$ cat src/rtl/snoop_pkg.sv
// Shared types for the snoop broadcast block: AC protection/snoop fields, the CR response
// bundle with named bit positions, the broadcast FSM encoding and an index-width helper.
// No logic, no ports.
package snoop_pkg;

    typedef logic [2:0] acprot_t;
    typedef logic [3:0] acsnoop_t;
    typedef logic [4:0] resp_t;

    // Bit positions inside resp_t.
    typedef enum int unsigned {
        DataTransfer = 0,
        Error        = 1,
        PassDirty    = 2,
        IsShared     = 3,
        WasUnique    = 4
    } resp_bit_e;

    typedef enum logic [2:0] {
        ST_IDLE,
        ST_AC,
        ST_CR,
        ST_RSP,
        ST_DATA
    } state_e;

    // Width of an index into n items; a single item still needs one bit.
    function automatic int unsigned idx_width(input int unsigned n);
        return (n > 1) ? $clog2(n) : 1;
    endfunction

endpackage

$ cat src/rtl/lzc.sv
// Leading/trailing zero counter. MODE=0 returns the index of the lowest set bit,
// MODE=1 the number of zeros above the highest set bit. Purely combinational.
// Ports: in_i vector, cnt_o count, empty_o high when in_i has no set bit.
module lzc #(
    parameter int unsigned WIDTH     = 2,
    parameter bit          MODE      = 1'b0,
    parameter int unsigned CNT_WIDTH = (WIDTH > 1) ? $clog2(WIDTH) : 1
) (
    input  logic [WIDTH-1:0]     in_i,
    output logic [CNT_WIDTH-1:0] cnt_o,
    output logic                 empty_o
);

    always_comb begin
        cnt_o = '0;
        // Last match wins: walking the index down finds the lowest bit,
        // walking it up finds the highest bit.
        for (int i = 0; i < WIDTH; i++) begin
            if (!MODE && in_i[WIDTH-1-i]) cnt_o = CNT_WIDTH'(WIDTH - 1 - i);
            if (MODE && in_i[i])          cnt_o = CNT_WIDTH'(WIDTH - 1 - i);
        end
    end

    assign empty_o = ~|in_i;

endmodule

$ cat src/rtl/snoop_cd_mux.sv
// Routes CD data from the selected snooped port upstream and drains every other port that
// still owes data. Combinational, zero latency; the selected port sees upstream ready,
// drained ports see ready=1. Ports: en_i/sel_i/dpend_i control, mst_cd_* per port, slv_cd_* upstream.
module snoop_cd_mux
    import snoop_pkg::*;
#(
    parameter int unsigned NoPorts   = 2,
    parameter int unsigned DataWidth = 64,
    parameter int unsigned SelWidth  = idx_width(NoPorts)
) (
    input  logic                              en_i,
    input  logic [SelWidth-1:0]               sel_i,
    input  logic [NoPorts-1:0]                dpend_i,
    input  logic [NoPorts-1:0][DataWidth-1:0] mst_cd_data_i,
    input  logic [NoPorts-1:0]                mst_cd_last_i,
    input  logic [NoPorts-1:0]                mst_cd_valid_i,
    output logic [NoPorts-1:0]                mst_cd_ready_o,
    output logic [DataWidth-1:0]              slv_cd_data_o,
    output logic                              slv_cd_last_o,
    output logic                              slv_cd_valid_o,
    input  logic                              slv_cd_ready_i
);

    always_comb begin
        slv_cd_data_o  = '0;
        slv_cd_last_o  = 1'b0;
        slv_cd_valid_o = 1'b0;
        mst_cd_ready_o = '0;
        if (en_i) begin
            for (int i = 0; i < NoPorts; i++) begin
                // A port whose last beat has gone is no longer listened to,
                // including the selected one once its burst is complete.
                if (dpend_i[i]) begin
                    if (SelWidth'(i) == sel_i) begin
                        slv_cd_data_o     = mst_cd_data_i[i];
                        slv_cd_last_o     = mst_cd_last_i[i];
                        slv_cd_valid_o    = mst_cd_valid_i[i];
                        mst_cd_ready_o[i] = slv_cd_ready_i;
                    end else begin
                        mst_cd_ready_o[i] = 1'b1;
                    end
                end
            end
        end
    end

endmodule

$ cat src/rtl/snoop_broadcast.sv
// Fans one upstream AC snoop out to NoPorts masters, OR-merges their CRs into one upstream CR
// and forwards CD from the lowest-index data-returning port (others drained). AC out 1 cycle
// after upstream handshake; one snoop in flight, upstream AC held off until back in IDLE.
// Ports: slv_ac/cr/cd_* upstream channels, mst_ac/cr/cd_* per-master channels, clk_i, rst_i.
module snoop_broadcast
    import snoop_pkg::*;
#(
    parameter int unsigned NoPorts   = 2,
    parameter int unsigned AddrWidth = 64,
    parameter int unsigned DataWidth = 64
) (
    input  logic                              clk_i,
    input  logic                              rst_i,
    input  logic [AddrWidth-1:0]              slv_ac_addr_i,
    input  acprot_t                           slv_ac_prot_i,
    input  acsnoop_t                          slv_ac_snoop_i,
    input  logic [NoPorts-1:0]                slv_ac_mask_i,
    input  logic                              slv_ac_valid_i,
    output logic                              slv_ac_ready_o,
    output resp_t                             slv_cr_resp_o,
    output logic                              slv_cr_valid_o,
    input  logic                              slv_cr_ready_i,
    output logic [DataWidth-1:0]              slv_cd_data_o,
    output logic                              slv_cd_last_o,
    output logic                              slv_cd_valid_o,
    input  logic                              slv_cd_ready_i,
    output logic [NoPorts-1:0][AddrWidth-1:0] mst_ac_addr_o,
    output acprot_t  [NoPorts-1:0]            mst_ac_prot_o,
    output acsnoop_t [NoPorts-1:0]            mst_ac_snoop_o,
    output logic [NoPorts-1:0]                mst_ac_valid_o,
    input  logic [NoPorts-1:0]                mst_ac_ready_i,
    input  resp_t    [NoPorts-1:0]            mst_cr_resp_i,
    input  logic [NoPorts-1:0]                mst_cr_valid_i,
    output logic [NoPorts-1:0]                mst_cr_ready_o,
    input  logic [NoPorts-1:0][DataWidth-1:0] mst_cd_data_i,
    input  logic [NoPorts-1:0]                mst_cd_last_i,
    input  logic [NoPorts-1:0]                mst_cd_valid_i,
    output logic [NoPorts-1:0]                mst_cd_ready_o
);

    localparam int unsigned SelWidth = idx_width(NoPorts);

    state_e                state_q, state_d;
    logic [AddrWidth-1:0]  addr_q, addr_d;
    acprot_t               prot_q, prot_d;
    acsnoop_t              snoop_q, snoop_d;
    logic [NoPorts-1:0]    pend_q, pend_d;
    logic [NoPorts-1:0]    crpend_q, crpend_d;
    logic [NoPorts-1:0]    dpend_q, dpend_d;
    resp_t                 acc_q, acc_d;
    logic [SelWidth-1:0]   sel_q, sel_d;

    logic [NoPorts-1:0]    cr_hs;
    logic [NoPorts-1:0]    cd_done;
    logic [SelWidth-1:0]   dpend_low;
    logic                  dpend_none;

    assign cr_hs   = mst_cr_ready_o & mst_cr_valid_i;
    assign cd_done = mst_cd_valid_i & mst_cd_ready_o & mst_cd_last_i;

    // dpend_q is final once the FSM is in RSP, so the data source is picked from it there.
    lzc #(
        .WIDTH     (NoPorts),
        .MODE      (1'b0),
        .CNT_WIDTH (SelWidth)
    ) i_sel_lzc (
        .in_i    (dpend_q),
        .cnt_o   (dpend_low),
        .empty_o (dpend_none)
    );

    // State register and latched transaction context.
    always_ff @(posedge clk_i) begin
        if (rst_i) begin
            state_q  <= ST_IDLE;
            addr_q   <= '0;
            prot_q   <= '0;
            snoop_q  <= '0;
            pend_q   <= '0;
            crpend_q <= '0;
            dpend_q  <= '0;
            acc_q    <= '0;
            sel_q    <= '0;
        end else begin
            state_q  <= state_d;
            addr_q   <= addr_d;
            prot_q   <= prot_d;
            snoop_q  <= snoop_d;
            pend_q   <= pend_d;
            crpend_q <= crpend_d;
            dpend_q  <= dpend_d;
            acc_q    <= acc_d;
            sel_q    <= sel_d;
        end
    end

    // Next-state and context updates.
    always_comb begin
        state_d  = state_q;
        addr_d   = addr_q;
        prot_d   = prot_q;
        snoop_d  = snoop_q;
        pend_d   = pend_q;
        crpend_d = crpend_q;
        dpend_d  = dpend_q;
        acc_d    = acc_q;
        sel_d    = sel_q;
        case (state_q)
            ST_IDLE: begin
                if (slv_ac_valid_i) begin
                    addr_d   = slv_ac_addr_i;
                    prot_d   = slv_ac_prot_i;
                    snoop_d  = slv_ac_snoop_i;
                    pend_d   = ~slv_ac_mask_i;
                    crpend_d = ~slv_ac_mask_i;
                    dpend_d  = '0;
                    acc_d    = '0;
                    state_d  = ST_AC;
                end
            end
            ST_AC: begin
                pend_d = pend_q & ~mst_ac_ready_i;
                // Entering AC with nothing pending only happens for a fully masked
                // snoop; it answers with the cleared merge straight away.
                if (pend_q == '0) begin
                    state_d = ST_RSP;
                end else if (pend_d == '0) begin
                    state_d = ST_CR;
                end
            end
            ST_CR: begin
                for (int i = 0; i < NoPorts; i++) begin
                    if (cr_hs[i]) begin
                        acc_d = acc_d | mst_cr_resp_i[i];
                        if (mst_cr_resp_i[i][DataTransfer]) dpend_d[i] = 1'b1;
                    end
                end
                crpend_d = crpend_q & ~cr_hs;
                if (crpend_d == '0) state_d = ST_RSP;
            end
            ST_RSP: begin
                if (slv_cr_ready_i) begin
                    sel_d   = dpend_low;
                    state_d = dpend_none ? ST_IDLE : ST_DATA;
                end
            end
            ST_DATA: begin
                dpend_d = dpend_q & ~cd_done;
                if (dpend_d == '0) state_d = ST_IDLE;
            end
            default: state_d = ST_IDLE;
        endcase
    end

    // Outputs decoded from the registered state.
    always_comb begin
        // Held low while reset is asserted even though the register already reads IDLE.
        slv_ac_ready_o = (state_q == ST_IDLE) && !rst_i;
        slv_cr_valid_o = 1'b0;
        slv_cr_resp_o  = '0;
        mst_ac_valid_o = '0;
        mst_cr_ready_o = '0;
        for (int i = 0; i < NoPorts; i++) begin
            mst_ac_addr_o[i]  = addr_q;
            mst_ac_prot_o[i]  = prot_q;
            mst_ac_snoop_o[i] = snoop_q;
        end
        case (state_q)
            ST_AC:  mst_ac_valid_o = pend_q;
            ST_CR:  mst_cr_ready_o = crpend_q;
            ST_RSP: begin
                slv_cr_valid_o = 1'b1;
                slv_cr_resp_o  = acc_q;
            end
            default: ;
        endcase
    end

    snoop_cd_mux #(
        .NoPorts   (NoPorts),
        .DataWidth (DataWidth),
        .SelWidth  (SelWidth)
    ) i_cd_mux (
        .en_i           (state_q == ST_DATA),
        .sel_i          (sel_q),
        .dpend_i        (dpend_q),
        .mst_cd_data_i  (mst_cd_data_i),
        .mst_cd_last_i  (mst_cd_last_i),
        .mst_cd_valid_i (mst_cd_valid_i),
        .mst_cd_ready_o (mst_cd_ready_o),
        .slv_cd_data_o  (slv_cd_data_o),
        .slv_cd_last_o  (slv_cd_last_o),
        .slv_cd_valid_o (slv_cd_valid_o),
        .slv_cd_ready_i (slv_cd_ready_i)
    );

endmodule

$ cat config.mk
export PLATFORM = sky130hd
export DESIGN_NAME = snoop_broadcast
export DESIGN_NICKNAME = d
export VERILOG_FILES = /design/src/rtl/snoop_pkg.sv /design/src/rtl/lzc.sv /design/src/rtl/snoop_cd_mux.sv /design/src/rtl/snoop_broadcast.sv
export SDC_FILE = /design/constraint.sdc
export NUM_CORES = 1
export LEC_CHECK = 0
export BUFFER_PORTS_ARGS = -buffer_cell sky130_fd_sc_hd__buf_2
export CORE_AREA = 8 8 166 168
export CTS_BUF_LIST = sky130_fd_sc_hd__clkbuf_4
export DETAILED_ROUTE_END_ITERATION = 6
export DIE_AREA = 0 0 174 176
export PLACE_DENSITY = 0.47
export SLEW_MARGIN = 15
export SYNTH_ARGS = -nofsm -noshare
export SYNTH_HDL_FRONTEND = slang
export SYNTH_SLANG_ARGS = --single-unit
export TNS_END_PERCENT = 10
$ cat constraint.sdc
create_clock -name clk_i -period 1.8 [get_ports clk_i]
set_input_delay 0.36 -clock clk_i [delete_from_list [all_inputs] [get_ports clk_i]]
set_output_delay 0.36 -clock clk_i [all_outputs]
set_load 0.02 [all_outputs]
# == Yosys cells after proc, flatten, opt, wreduce, memory -nomap -nowiden ==
# Cells that the tools add are included.
# word_totals
out_inout_bits,221
wordCells,101
register_bits,86
# op_classes
muxes,48
bitwise,12
n_eq_ne,13
n_reduce_logical,18
# ops
cell,n
$mux W64,5
$mux W5,5
$mux W1,21
$mux W3,7
$ne A2 B2 Y1 const B,8
$pmux W3 S5,1
$and A2 B2 Y2,6
$mux W2,5
$or A5 B5 Y5,2
$pmux W5 S2,1
$logic_not A2 Y1,4
$not A2 Y2,4
$pmux W2 S2,2
$reduce_and A2 Y1,4
$reduce_and A4 Y1,2
$eq A3 B2 Y1 const B,2
$pmux W2 S3,1
$reduce_and A5 Y1,1
$reduce_bool A2 Y1,2
$eq A3 B1 Y1 const B,1
$eq A3 B3 Y1 const B,1
$logic_not A3 Y1,1
$ne A3 B3 Y1 const B,1
$reduce_bool A3 Y1,1
3 further kinds,3

# == Longest topological paths before layout ==
# Gate-level depths: netlist of run 1.
# logic_depth
depth_word,10
ltp_mapped,7

# == Hierarchy ==
# From an unflattened synthesis of run 1, not the netlist that was laid out.
# hier_totals
cells_unflattened,718
area_unflattened_um2,4928.5
# by_module_without_submodules
mod,area_each_um2,seq_area_each_um2,cells_per_inst,n_inst
snoop_broadcast,3846.2,1721.7,484,1
snoop_cd_mux,1069.8,0.0,232,1
lzc,12.5,0.0,2,1

# == Worst setup path after synthesis of run 1 ==
# OpenSTA, ideal clock, no wires.
# synth_path
path_kind,register to output
start,reg dpend_q[1]
end,out slv_cd_data_o[0]
n_path_buf,2
path_stages_with_launch,6
path_slack_ps,-84
arrival_ps,1524
path_cell_list,dfxtp_1 -> and2_1 -> clkbuf_1 -> buf_1 -> a22oi_1 -> nor2_1
# synth_via
elab_chain_len,2
# synth_rtl
element,line,text
start: declaration,snoop_broadcast.sv:49,"logic [NoPorts-1:0] dpend_q, dpend_d;"
start signal: assignment,snoop_broadcast.sv:91,dpend_q <= dpend_d;
$mux W64,snoop_cd_mux.sv:33,if (dpend_i[i]) begin
$mux W64,snoop_cd_mux.sv:29,if (en_i) begin
end: declaration,snoop_broadcast.sv:23,"output logic [DataWidth-1:0] slv_cd_data_o,"
# No other way between the ends.

# == Worst setup path in the final report of run 1 ==
# layout_path
start,reg sel_q
end,out slv_cd_data_o[21]
# layout_via
elab_chain_len,5
# layout_rtl
element,line,text
start: declaration,snoop_broadcast.sv:51,"logic [SelWidth-1:0] sel_q, sel_d;"
start signal: assignment,snoop_broadcast.sv:93,sel_q <= sel_d;
$mux W64,snoop_cd_mux.sv:34,if (SelWidth'(i) == sel_i) begin
$mux W64,snoop_cd_mux.sv:33,
$mux W64,snoop_cd_mux.sv:34,
$mux W64 (*),snoop_cd_mux.sv:33,
$mux W64 (*),snoop_cd_mux.sv:29,
# Every way passes the cells marked *; elsewhere a longest branch is shown, timed or not.

==> impl_metrics.tcl, run 1 <==
set metrics [dict create \
    start_kind "flip-flop" \
    syn_area_per_cell_um2 7.24 \
    grt_max_degree 88 \
    design_area_um2 7720 \
    path_cells "nor2b_4, buf_8, clkbuf_16, a22oi_1, nor2_2, buf_6" \
    final_cell_mix "buf_2, nand2_1, dfxtp_1" \
    initialDrtViolationCount 288 \
    period_share 1.16 \
    crit_slowest_cell "dfxtp_4" \
    yosys_register_bits 86 \
    violations "setup timing" \
    fin_ws_ps -287 \
    cts_tree "yes" \
    clockBufferDepth 2 \
    row_count 58 \
    gp_congestion 0.823 \
    crit_type "reg -> out" \
    skew_ps 31.2 \
    worst_pin_slew_ps 606 \
    synth_enable_flop_cells 0 \
    path_buf_inv 3 \
    power_mw 5.60 \
    grt_pass1_wl_um 34700 \
    powerDensity_nw_per_um2 725 \
    worstSetupEndpointType "primary output" \
    coreArea_um2 24800 \
    grt_pass1_vias 5563 \
    yosysUniqueCellTypes 34 \
    clk_latency_ps 450 \
    synth_cells 636 \
    hold_violations 0 \
    outcome "finished with violations" \
    wl_um 23900 \
    vias 5717 \
    maxCapViolCount 0 \
    dp.cells 1306 \
    critPathMaxFanout 6 \
    syn_area_um2 4610 \
    die_w_um 174 \
    overflow 0 \
    final.fill_count 2734 \
    preCtsSetupSlack_ps 95.5 \
    initial_core_util 0.186 \
    syn_nets 860 \
    clock_sinks 86 \
    dieArea_um2 30600 \
    root_buffer "clkbuf_4" \
    max_freq_mhz 479 \
    min_path_type "in -> reg" \
    htreeDepth 3 \
    slew_viol_final 0 \
    io_pins 445 \
    regArea_um2 1740 \
    ant_nets 0 \
    die_h_um 176 \
    crit_family "buffers and inverters" \
    first_pass_iters 5 \
    postPlaceCellArea_um2 6860 \
    synth_seq_area_share 0.374 \
    slew_headroom 0.586 \
    drcViolationCount 0 \
    crit_required_ps 1440 \
    post-route-min-period_ps 2090 \
    wl_per_cell_um 18.0 \
    numCtsBuffers 9 \
    antenna_found_initial 2 \
    nets 1221 \
    setup_tns_ps -16610 \
    ys_warn_count 0 \
    detail_route.vias_per_cell 4.29 \
    hold_ws_ps 116 \
    instances_no_fill 1333 \
    fin_util 0.311 \
    multi_input_comb_area_um2 2420 \
    cts.reportedPaths.clkPinSlew_ps 160 \
    p_leak_nw 3.59 \
    portBuffers 444 \
    dominantRegCellSynth "dfxtp_1" \
    rsz0062_at_grt "true" \
    area_growth_pct 67.7 \
    synthArstFlopShare 0 \
    final_common_cell "buf_2" \
    place_hpwl_um 18200 \
    setup_viol 76 \
    crit_arrival_ps 1730 \
    grt_usage 0.141 \
    ir_drop_mv 0.358 \
    drive_gt1_frac 0.574 \
    cp_slowest_stage_delay_ps 400 \
]
-- registers in the layout, summed over array words and instances, names as in the netlist --
| name | flops |
|---|---|
| pend_q | 2 |
| crpend_q | 2 |
| snoop_q | 4 |
| addr_q | 64 |
| sel_q | 1 |
| prot_q | 3 |
| acc_q | 5 |
| state_q | 3 |
| dpend_q | 2 |
-- power breakdown --
group	total [mW]	internal [mW]	switching, mW
Sequential	2.32	2.13	0.193
Combinational	2.10	0.792	1.31
Clock	1.19	0.452	0.734
-- worst reg2reg max path, stage by stage, from the launching register on --
cell and delay (ps):
dfxtp_4 400, or4b_4 620, buf_12 220, nor2_1 230, a21oi_1 60, nor2_1 80
-- synthesized netlist by cell type, drive strengths merged (2+ instances only) --
cell	number	area [um2]
dfxtp	86	1720
nand2b	2	12.5
nand2	150	563
a21oi	78	390
nor2	82	308
inv	3	11.3
a22oi	67	503
a2111oi	2	17.5
clkbuf	35	131
buf	88	622
and3	3	18.8
mux2i	4	40.0
nor2b	2	12.5
o211ai	3	22.5
and2	10	62.6
a222oi	4	40.0
nor3b	3	22.5
-- layer usage --
layer,global-route usage,vias to the layer above,share of wire
met5,0,-,0
met4,0.0381,0,0.015
met3,0.0376,24,0.064
met2,0.233,222,0.50
met1,0.179,2677,0.42
li1,-,2794,-
-- path summary, 6_finish.rpt --
kind	slack, ps	endpoint	cells past startpoint	startpoint
hold / removal	120	addr_q[46]	3	slv_ac_addr_i[46]
hold reg to reg	470	addr_q[24]	2	addr_q[24]
setup reg to reg	110	crpend_q[0]	5	state_q[1]
setup / recovery	-290	slv_cd_data_o[21]	6	sel_q
-- cell families (layout without fill, tap and decap cells) --
family	Yosys count	after routing	synth area share
AND/OR/NAND/NOR	258	258	0.227
AO/OA/AOI/OAI	162	162	0.224
buffers and inverters	126	492	0.166
flip-flops	86	86	0.374
multiplexers	4	4	0.00869
other	0	1	0
-- cell type report --
| cell class | instances | share of cell area |
|---|---|---|
| Timing Repair Buffer | 473 | 0.388 |
| Multi-Input combinational cell | 424 | 0.313 |
| Sequential cell | 86 | 0.225 |
| Tap cell | 330 | 0.0535 |
| Clock buffer | 10 | 0.00972 |
| Clock inverter | 6 | 0.00923 |
| Inverter | 3 | 0.00146 |
| Antenna cell | 1 | 0.000324 |
-- what timing repair did --
action,4_1_cts,5_1_grt
cloned,2,4
hold buffers,0,0
resized for setup,123,51
pin swaps,5,9
endpoints found under the hold margin,0,0
setup buffers,5,0
setup endpoints to repair,79,79
(Power assumes the default switching activity.)
==> run 2, diff against run 1 <==
--- a/config.mk
+++ b/config.mk
@@ -7,7 +7,7 @@
 export LEC_CHECK = 0
 export BUFFER_PORTS_ARGS = -buffer_cell sky130_fd_sc_hd__buf_2
 export CORE_AREA = 8 8 166 168
-export CTS_BUF_LIST = sky130_fd_sc_hd__clkbuf_4
+export CTS_BUF_LIST = sky130_fd_sc_hd__clkbuf_8
 export DETAILED_ROUTE_END_ITERATION = 6
 export DIE_AREA = 0 0 174 176
 export PLACE_DENSITY = 0.47
==> run 2 against run 1 <==
Effect of this change: the flow still finishes with violations (setup timing); maximum frequency is 5.6% higher; wire length is 0.48% lower; sequential share of layout area is 0.069 points lower; total power up 3.8%; critical endpoint is now slv_cd_data_o[49].
==> impl_metrics.tcl, run 2 (same netlist as run 1, synthesis figures left out) <==
set metrics [dict create \
    period_share 1.10 \
    clock_sinks 86 \
    max_freq_mhz 506 \
    grt_pass1_wl_um 34700 \
    rsz0062_at_grt "true" \
    largestRegisters "addr_q x64, acc_q x5, snoop_q x4" \
    cts.reportedPaths.clkPinSlew_ps 100 \
    setup_viol 70 \
    critPathMaxFanout 12 \
    post-route-min-period_ps 1980 \
    cts_tree "yes" \
    r2r_slack_ps 130 \
    regToRegStartpoint "state_q[1]" \
    reg2reg_depth 5 \
    area_growth_pct 68.2 \
    drive_gt1_frac 0.570 \
    crit_start "sel_q" \
    dr_wl_met2_um 11800 \
    power_mw 5.82 \
    wl_per_cell_um 17.9 \
    crit_type "reg -> out" \
    root_buffer "clkbuf_8" \
    dr.max_layer_used "met4" \
    crit_arrival_ps 1620 \
    fin_ws_ps -177 \
    met1_length_um 10000 \
    clockBufferDepth 2 \
    powerDensity_nw_per_um2 751 \
    nets 1220 \
    design_area_um2 7750 \
    die_h_um 176 \
    row_count 58 \
    largest_register "addr_q" \
    violations "setup timing" \
    initialDrtViolationCount 315 \
    antenna_cells 0 \
    instances_no_fill 1331 \
    clk_latency_ps 370 \
    drcViolationCount 0 \
    path_cells "and2_4, buf_12, a22oi_1, nor2_1, buf_4" \
    crit_required_ps 1440 \
    crit_family "simple AND/OR/NAND/NOR gates" \
    min_path_type "in -> reg" \
    path_buf_inv 2 \
    regArea_um2 1740 \
    dp.cells 1306 \
    start_kind "flip-flop" \
    final.fill_count 2735 \
    outcome "finished with violations" \
    maxCapViolCount 0 \
    grt_max_degree 88 \
    die_w_um 174 \
    r2r-end "crpend_q[0]" \
    cp_slowest_stage_delay_ps 400 \
    first_pass_iters 5 \
    grt_usage 0.141 \
    final_cell_mix "buf_2, nand2_1, dfxtp_1" \
    coreArea_um2 24800 \
    detail_route.vias_per_cell 4.29 \
    hold_violations 0 \
    numCtsBuffers 9 \
    preCtsSetupSlack_ps 95.5 \
    vias 5705 \
    holdPathEnd "addr_q[46]" \
    fin_util 0.312 \
    gp_congestion 0.823 \
    wl_met3_um 1590 \
    crit_slowest_cell "dfxtp_4" \
    initial_core_util 0.186 \
    dieArea_um2 30600 \
    place_hpwl_um 18200 \
    hold_depth 3 \
    final_common_cell "buf_2" \
    wl_um 23800 \
    largest_register_ffs 64 \
    overflow 0 \
    skew_ps 19.8 \
    worst_hold_startpoint "slv_ac_addr_i[46]" \
    grt_pass1_vias 5548 \
    cts_hold_buf 0 \
    slew_viol_final 0 \
    ant_nets 0 \
    slew_headroom 0.583 \
    worst_pin_slew_ps 610 \
    antenna_found_initial 1 \
    postPlaceCellArea_um2 6860 \
    io_pins 445 \
    htreeDepth 3 \
    portBuffers 444 \
    multi_input_comb_area_um2 2400 \
    p_leak_nw 3.60 \
    worstSetupEndpointType "primary output" \
    ir_drop_mv 0.359 \
]
==> run 2: worst max-delay path by stage <==
stage | endpoint | slack (ps) | cells after the start
3_5_place_dp | slv_cd_data_o[38] | 100 | 5
5_1_grt | slv_cd_data_o[13] | -280 | 6
6_report | slv_cd_data_o[49] | -180 | 5
3_3_place_gp | pend_q[0] | 100 | 5
4_1_cts | slv_cd_data_o[63] | -200 | 6
2_1_floorplan | slv_cd_data_o[10] | -3 | 5
==> run 2: metal layers <==
metal  global-route usage  up-vias
met3               0.0382       25
met4               0.0360        0
met2                0.233      225
met5                    0        -
met1                0.179     2664
li1                     -     2791
==> run 2: where the power goes <==
part	internal (mW)	switching, mW
combinational	0.785	1.31
sequential	2.13	0.191
clock	0.649	0.758
==> run 2: layout make-up <==
class | count | share of cell area
clock inverters | 7 | 0.00969
multi-input cells | 424 | 0.310
repair buffers | 472 | 0.385
inverters | 3 | 0.00145
clock buffers | 9 | 0.0160
flip-flops and latches | 86 | 0.224
well taps | 330 | 0.0533
==> run 2: tightest hold or removal path, stage by stage <==
cell and delay [ps]:
buf_2 90, nand2_1 40, a21oi_1 50
==> run 2: what timing repair did <==
item	in CTS	in global routing
endpoints found under the hold margin	0	0
pin swaps	5	9
cloned	2	3
endpoints found under the setup margin	78	77
gates resized for setup	125	45
buffers inserted	5	0
==> run 2: metrics by stage <==
stage	setup TNS, ps	hold WS, ps
floorplan	-59.8	442
global placement	0	451
detailed placement	0	457
CTS	-11790	176
global route	-16960	179
finish	-8460	215
